<file path="src/rtl/debounce_sync_pkg.sv">
// Shared constants for the debounce_sync block: FSM state encoding and the
// default timing for the 50 MHz board (10 ms stability window).
package debounce_sync_pkg;

  localparam int DEF_CNT_WIDTH     = 20;
  localparam int DEF_STABLE_CYCLES = 500000;

  typedef enum logic {
    ST_STABLE = 1'b0,
    ST_CHECK  = 1'b1
  } state_t;

endpackage

</file>
<file path="src/rtl/sync_2ff.sv">
// Two-flop synchroniser for a single asynchronous bit; both flops load
// RESET_VALUE on reset so the output is defined before the first sample.
module sync_2ff #(
  parameter logic RESET_VALUE = 1'b0
) (
  input  logic clk,
  input  logic rst_n,
  input  logic d,
  output logic q
);

  logic sync1_reg;

  always_ff @(posedge clk or negedge rst_n) begin
    if (!rst_n) begin
      sync1_reg <= RESET_VALUE;
      q         <= RESET_VALUE;
    end else begin
      sync1_reg <= d;
      q         <= sync1_reg;
    end
  end

endmodule

</file>
<file path="src/rtl/debounce_sync.sv">
// Synchronises and debounces a mechanical input. Optional registered edge
// pulses on RISE/FALL are built only when DEBOUNCE_EDGE_PULSE_EN is defined.
module debounce_sync
  import debounce_sync_pkg::*;
#(
  parameter int   CNT_WIDTH     = DEF_CNT_WIDTH,
  parameter int   STABLE_CYCLES = DEF_STABLE_CYCLES,
  parameter logic RESET_VALUE   = 1'b0
) (
  input  logic CLK,
  input  logic RST_N,
  input  logic D_RAW,
  output logic Q,
  output logic BUSY,
  output logic RISE,
  output logic FALL
);

  if ((STABLE_CYCLES < 2) ||
      (longint'(STABLE_CYCLES) > ((longint'(1) << CNT_WIDTH) - 1))) begin : g_bad_param
    $error("debounce_sync: STABLE_CYCLES out of range for CNT_WIDTH");
  end

  localparam logic [CNT_WIDTH-1:0] TERMINAL = CNT_WIDTH'(STABLE_CYCLES - 1);

  logic                 sync2;
  state_t               state_reg;
  logic [CNT_WIDTH-1:0] cnt_reg;
  logic                 q_reg;

  sync_2ff #(
    .RESET_VALUE(RESET_VALUE)
  ) u_sync (
    .clk  (CLK),
    .rst_n(RST_N),
    .d    (D_RAW),
    .q    (sync2)
  );

  // cnt counts consecutive samples that disagree with Q; exact compare, no wrap.
  always_ff @(posedge CLK or negedge RST_N) begin
    if (!RST_N) begin
      state_reg <= ST_STABLE;
      cnt_reg   <= '0;
      q_reg     <= RESET_VALUE;
    end else begin
      unique case (state_reg)
        ST_STABLE: begin
          if (sync2 != q_reg) begin
            state_reg <= ST_CHECK;
            cnt_reg   <= CNT_WIDTH'(1);
          end else begin
            cnt_reg   <= '0;
          end
        end
        ST_CHECK: begin
          if (sync2 == q_reg) begin
            state_reg <= ST_STABLE;
            cnt_reg   <= '0;
          end else if (cnt_reg == TERMINAL) begin
            q_reg     <= sync2;
            state_reg <= ST_STABLE;
            cnt_reg   <= '0;
          end else begin
            cnt_reg   <= cnt_reg + 1'b1;
          end
        end
      endcase
    end
  end

  assign Q    = q_reg;
  assign BUSY = (state_reg == ST_CHECK);

`ifdef DEBOUNCE_EDGE_PULSE_EN
  logic commit;
  logic rise_reg;
  logic fall_reg;

  // Same condition that loads q_reg, so the pulse lands with the new Q.
  assign commit = (state_reg == ST_CHECK) && (sync2 != q_reg) && (cnt_reg == TERMINAL);

  always_ff @(posedge CLK or negedge RST_N) begin
    if (!RST_N) begin
      rise_reg <= 1'b0;
      fall_reg <= 1'b0;
    end else begin
      rise_reg <= commit & sync2;
      fall_reg <= commit & ~sync2;
    end
  end

  assign RISE = rise_reg;
  assign FALL = fall_reg;
`else
  assign RISE = 1'b0;
  assign FALL = 1'b0;
`endif

endmodule
</file>
<file path="config.mk">
export PLATFORM = sky130hd
export DESIGN_NAME = debounce_sync
export DESIGN_NICKNAME = d
export VERILOG_FILES = /design/src/rtl/debounce_sync_pkg.sv /design/src/rtl/sync_2ff.sv /design/src/rtl/debounce_sync.sv
export SDC_FILE = /design/constraint.sdc
export NUM_CORES = 1
export LEC_CHECK = 0
export CORE_ASPECT_RATIO = 0.75
export CORE_MARGIN = 4
export CORE_UTILIZATION = 45
export DETAILED_ROUTE_END_ITERATION = 7
export GPL_TIMING_DRIVEN = 0
export HOLD_SLACK_MARGIN = 0.1
export PLACE_DENSITY_LB_ADDON = 0.08
export SETUP_SLACK_MARGIN = 0.2
export SYNTH_ARGS = -nofsm -noshare
export SYNTH_HDL_FRONTEND = slang
export SYNTH_SLANG_ARGS = --single-unit
</file>
<file path="constraint.sdc">
create_clock -name CLK -period 4.59 [get_ports CLK]
set_input_delay 1.1475 -clock CLK [delete_from_list [all_inputs] [get_ports CLK]]
set_output_delay 1.1475 -clock CLK [all_outputs]
set_load 0.02 [all_outputs]
</file>
; After elaboration in Yosys (flattened, before gate mapping)
; Cells that the tools add are included.
[totals]
regBits = 24
latch_bits = 0
mem_bits_rw = 0
rom_bits = 0
input_bits = 3
output_inout_bits = 4
wordCells = 20
n_memories = 0
[op_classes]
n_addsub = 1
n_mul = 0
div = 0
magnitude_cmp = 0
n_eq_ne = 3
shift = 0
mux = 8
n_bitwise = 2
n_reduce_logical = 1
[op_table]
columns = cell, count
row1 = two-way mux 20 bit, 2
row2 = case mux 20 bit (2 select lines), 1
row3 = "adder 20 x 1 -> 20 bit, second input constant", 1
row4 = "equality test 20 x 19 -> 1 bit, second input constant", 1
row5 = two-way mux 1 bit, 4
row6 = AND reduction 3 bit, 1
row7 = NOT 1 bit, 2
row8 = case mux 1 bit (2 select lines), 1
row9 = equality test 1 bit, 1
row10 = != test 1 bit, 1

; Longest topological paths before layout
[depth]
word_depth = 4
ltp_mapped = 7
depth_no_buf = 5

; Cells and area by module
; Synthesis repeated with hierarchy kept, for this count alone.
[unflattened]
cells_unflattened = 115
area_unflattened_um2 = 1261.2
[modules_own_cells]
columns = mod, n_inst, cells_each, area_per_inst_um2
row1 = debounce_sync, 1, 113, 1211.2
row2 = sync_2ff, 1, 2, 50.0

; Worst setup path before layout
; No wires, ideal clock.
[synth_path]
path_type = reg2reg
from = register cnt_reg[0]
to = register q_reg, in the netlist Q
setup_ps = 128
t_arrival_ps = 1520
required_ps = 4462
slack_ps = 2943
stages_incl_launch_ff = 7
period_less_slack_ps = 1647
cell_sequence = dfrtp_1 -> ha_1 -> and4_1 -> buf_6 -> nand3_4 -> nor3_2 -> mux2_1
[synth_via]
elab_chain_len = 2
[synth_rtl]
columns = element, line
row1 = from (decl), debounce_sync.sv:28  ; logic [CNT_WIDTH-1:0] cnt_reg;
row2 = from (signal assigned), debounce_sync.sv:65  ; cnt_reg <= cnt_reg + 1'b1;
row3 = equality test 20 x 19 -> 1 bit, debounce_sync.sv:60  ; end else if (cnt_reg == TERMINAL) begin
row4 = AND reduction 3 bit (no source line), n/a
row5 = to (signal assigned), debounce_sync.sv:61  ; q_reg <= sync2;
row6 = to (decl), debounce_sync.sv:29  ; logic q_reg;
; No other way between the ends.
; A chain may end at the register's enable or synchronous reset.

; Worst setup path after layout
[layout_path]
from = register state_reg, in the netlist BUSY
to = output port BUSY
[layout_lines]
columns = element, line
row1 = from (decl), debounce_sync.sv:27  ; state_t state_reg;
row2 = from (signal assigned), debounce_sync.sv:43  ; state_reg <= ST_STABLE;
row3 = from (signal assigned), debounce_sync.sv:50  ; state_reg <= ST_CHECK;
row4 = from (signal assigned), debounce_sync.sv:58  ; state_reg <= ST_STABLE;
row5 = to (decl), debounce_sync.sv:14  ; output logic BUSY,
; No word-level cell between the ends.

==> flow_summary_export.csv <==
group,metric,value,unit
yosys,yosys.area.top_type_share,0.476,
global_routing,grt_pass1_wl,3710,µm
timing,setup_tns,0,ps
cts,post_cts.resized_instances,0,
floorplanning,placementRows,16,
critical_path,arrival,1270,ps
placed_design,place.detailed.hpwl,1520,µm
job,drv_cap,0,
timing,report.final.setup_viol,0,
cts,inserted_clock_buffers,3,
critical_path,worstPathCellList,"clkdlybuf4s50_1",
floorplanning,design.die.area,3720,µm²
cts,max-clock-path-buffers,2,
power_and_ir_drop,power.density_cell_area,270,nW/µm²
cells_and_area,largest_reg_flops,20,
floorplanning,i_o_pin_count,7,
status,outcome,"completed",
critical_path,critical_path.max_fanout,4,
cells_and_area,nets,129,
cells_and_area,drive_gt1_frac,0.242,
critical_path,critical_path_buf_inv_count,1,
detailed_routing,drcViolationCount,0,
power_and_ir_drop,worst_ir_drop_vdd,187,µV
detailed_routing,antenna_violating_nets_post_route,0,
placed_design,place.detailed.instances,156,
cts,htree_num_levels,1,
timing,slew-limit-headroom,0.294,
cts,tritoncts,"yes",
power_and_ir_drop,leakage_power,0.574,nW
global_routing,track_usage,0.132,
yosys,ys_seq_elements,24,
detailed_routing,dr_total_vias,840,
detailed_routing,drt_iter0_drc,60,
global_routing,number_of_antenna_violations_at_the_first_check_in_global_routing,0,
yosys,yosys-top-cells-area,"sky130_fd_sc_hd__dfrtp_1, sky130_fd_sc_hd__xor2_1, sky130_fd_sc_hd__nor2_2, sky130_fd_sc_hd__xnor2_1, sky130_fd_sc_hd__and4_1",
critical_path,worst_path_largest_cell_delay,620,ps
yosys,ys_types,35,
yosys,yosysSeqAreaShare,0.476,
critical_path,crit_family,"buffers and inverters",
timing,tightestPinTransition,1060,ps
timing,timing.final.hold_violations,0,
detailed_routing,detail_route.wirelength,2180,µm
timing,min_period,2420,ps
timing,grt_setup_unrepaired,"false",
cells_and_area,nFillCells,242,
floorplanning,die_w,69.1,µm
cts,clock_root_cell,"sky130_fd_sc_hd__clkbuf_8",
cts,latest_clock_arrival_within_the_worst_skew_pair,270,ps
cts,cts_setup_buffers,0,
global_routing,grt_overflow,0,
min_path,hold_path.class,"reg2reg",
detailed_routing,detail_route.first_pass.iterations,4,
floorplanning,core-area,2640,µm²
cells_and_area,layout.cells.most_common,"sky130_fd_sc_hd__dfrtp_1",
detailed_routing,viasPerCell,5.25,
global_routing,first_global_vias,760,
critical_path,critPathCaptureType,"output port",
cells_and_area,mostFrequentLayoutCells,"sky130_fd_sc_hd__dfrtp_1, sky130_fd_sc_hd__nor2_2, sky130_fd_sc_hd__xor2_1, sky130_fd_sc_hd__nand3_1, sky130_fd_sc_hd__nand2_1",
placed_design,placement.io_buffers,4,
yosys,ys_warn_count,0,
global_routing,grt_max_degree,25,
timing,period_share,0.527,
critical_path,crit_required,3440,ps
cells_and_area,layout.cells.non_filler,160,
timing,final-max-slew-violation-count,0,
yosys,postSynthAreaPerCell,11.0,µm²
timing,finClkSkew,3.28,ps
placed_design,place.gp.congestion,0.741,
timing,max_freq,414,MHz
cells_and_area,antenna_cell_count,0,
yosys,syn_area,1260,µm²
critical_path,cp-start-kind,"flop",
detailed_routing,routed_wire_length_per_instance,13.6,µm
cts,postCtsHoldBufs,0,
cts,worst_setup_hold_path_clk_slew,80,ps
critical_path,critPathSlowestCell,"sky130_fd_sc_hd__clkdlybuf4s50_1",
cts,tritoncts_num_sinks,24,
yosys,yosysTopAreaCell,"sky130_fd_sc_hd__dfrtp_1",
floorplanning,floorplan_die_height,53.9,µm
floorplanning,start_util,0.477,
cells_and_area,area_growth,11.4,%
yosys,synthesis.instances,115,
critical_path,critPathKind,"reg2out",
[kinds of logic after synthesis]
family | count (synthesis) | share of synthesized area
AO/OA/AOI/OAI | 14 | 0.0794
adder cells (fa/ha/maj) | 1 | 0.00992
other | 1 | 0.00297
AND/OR/NAND/NOR | 53 | 0.282
multiplexers | 1 | 0.00893
flip-flops | 24 | 0.476
buffers and inverters | 8 | 0.0506
XOR/XNOR | 13 | 0.0903
[through the flow]
stage	total power [mW]	util	setup WS (ps)	hold slack, ps	cell area, µm²
floorplan	0.232	-	2940	331	1260
global placement	0.240	0.511	2110	337	1350
detailed placement	0.241	0.511	2110	348	1350
CTS	0.389	0.532	2150	368	1410
global route	0.397	0.532	2110	380	1410
finish	0.380	0.532	2170	359	1410
[per-layer routing]
metal | routed length (µm) | vias to the layer above | GRT usage
li1 | - | 417 | -
met1 | 1140 | 406 | 0.190
met2 | 921 | 13 | 0.180
met3 | 87 | 4 | 0.0410
met4 | 24 | 0 | 0.0584
met5 | 0 | - | 0
[final cells by class]
type                       count  area [µm²]  area share
tap                           36        45.0      0.0321
inverter                       3        11.3     0.00801
sequential                    24         601       0.427
timing repair buffer           4        40.0      0.0285
buffer                         5        52.6      0.0374
clock buffer                   4        55.1      0.0392
multi-input combinational     84         601       0.427
[cell usage after synthesis, drive strengths merged]
master	n
and3	4
inv	3
buf	5
conb	1
nand3	7
o21bai	1
a21oi	6
xor2	8
nand2b	1
nand4	5
nor3	2
nand2	6
a211oi	1
and4	5
nor2	15
xnor2	5
or3	5
ha	1
nand4b	1
mux2	1
o21ai	5
dfrtp	24
a21o	1
nor4	2
[power by group]
group	total (mW)	internal, mW	switching [mW]
combinational	0.0198	0.00740	0.0124
sequential	0.216	0.214	0.00222
clock	0.144	0.0767	0.0675
total	0.380	0.298	0.0822
[worst paths after layout]
path                                               to  slack [ps]  cells after the start                       start
setup / recovery                                 BUSY        2170                      1              BUSY$_DFF_PN0_
hold / removal                     u_sync.q$_DFF_PN0_         360                      0  u_sync.sync1_reg$_DFF_PN0_
setup reg to reg                        Q$_DFFE_PN0P_        2780                      6        cnt_reg[0]$_DFF_PN0_
hold reg to reg                    u_sync.q$_DFF_PN0_         360                      0  u_sync.sync1_reg$_DFF_PN0_
max in group asynchronous  u_sync.sync1_reg$_DFF_PN0_        2510                      1                       RST_N
min in group asynchronous        cnt_reg[9]$_DFF_PN0_        1450                      1                       RST_N
Note: power is estimated with default switching activity, not from simulation.
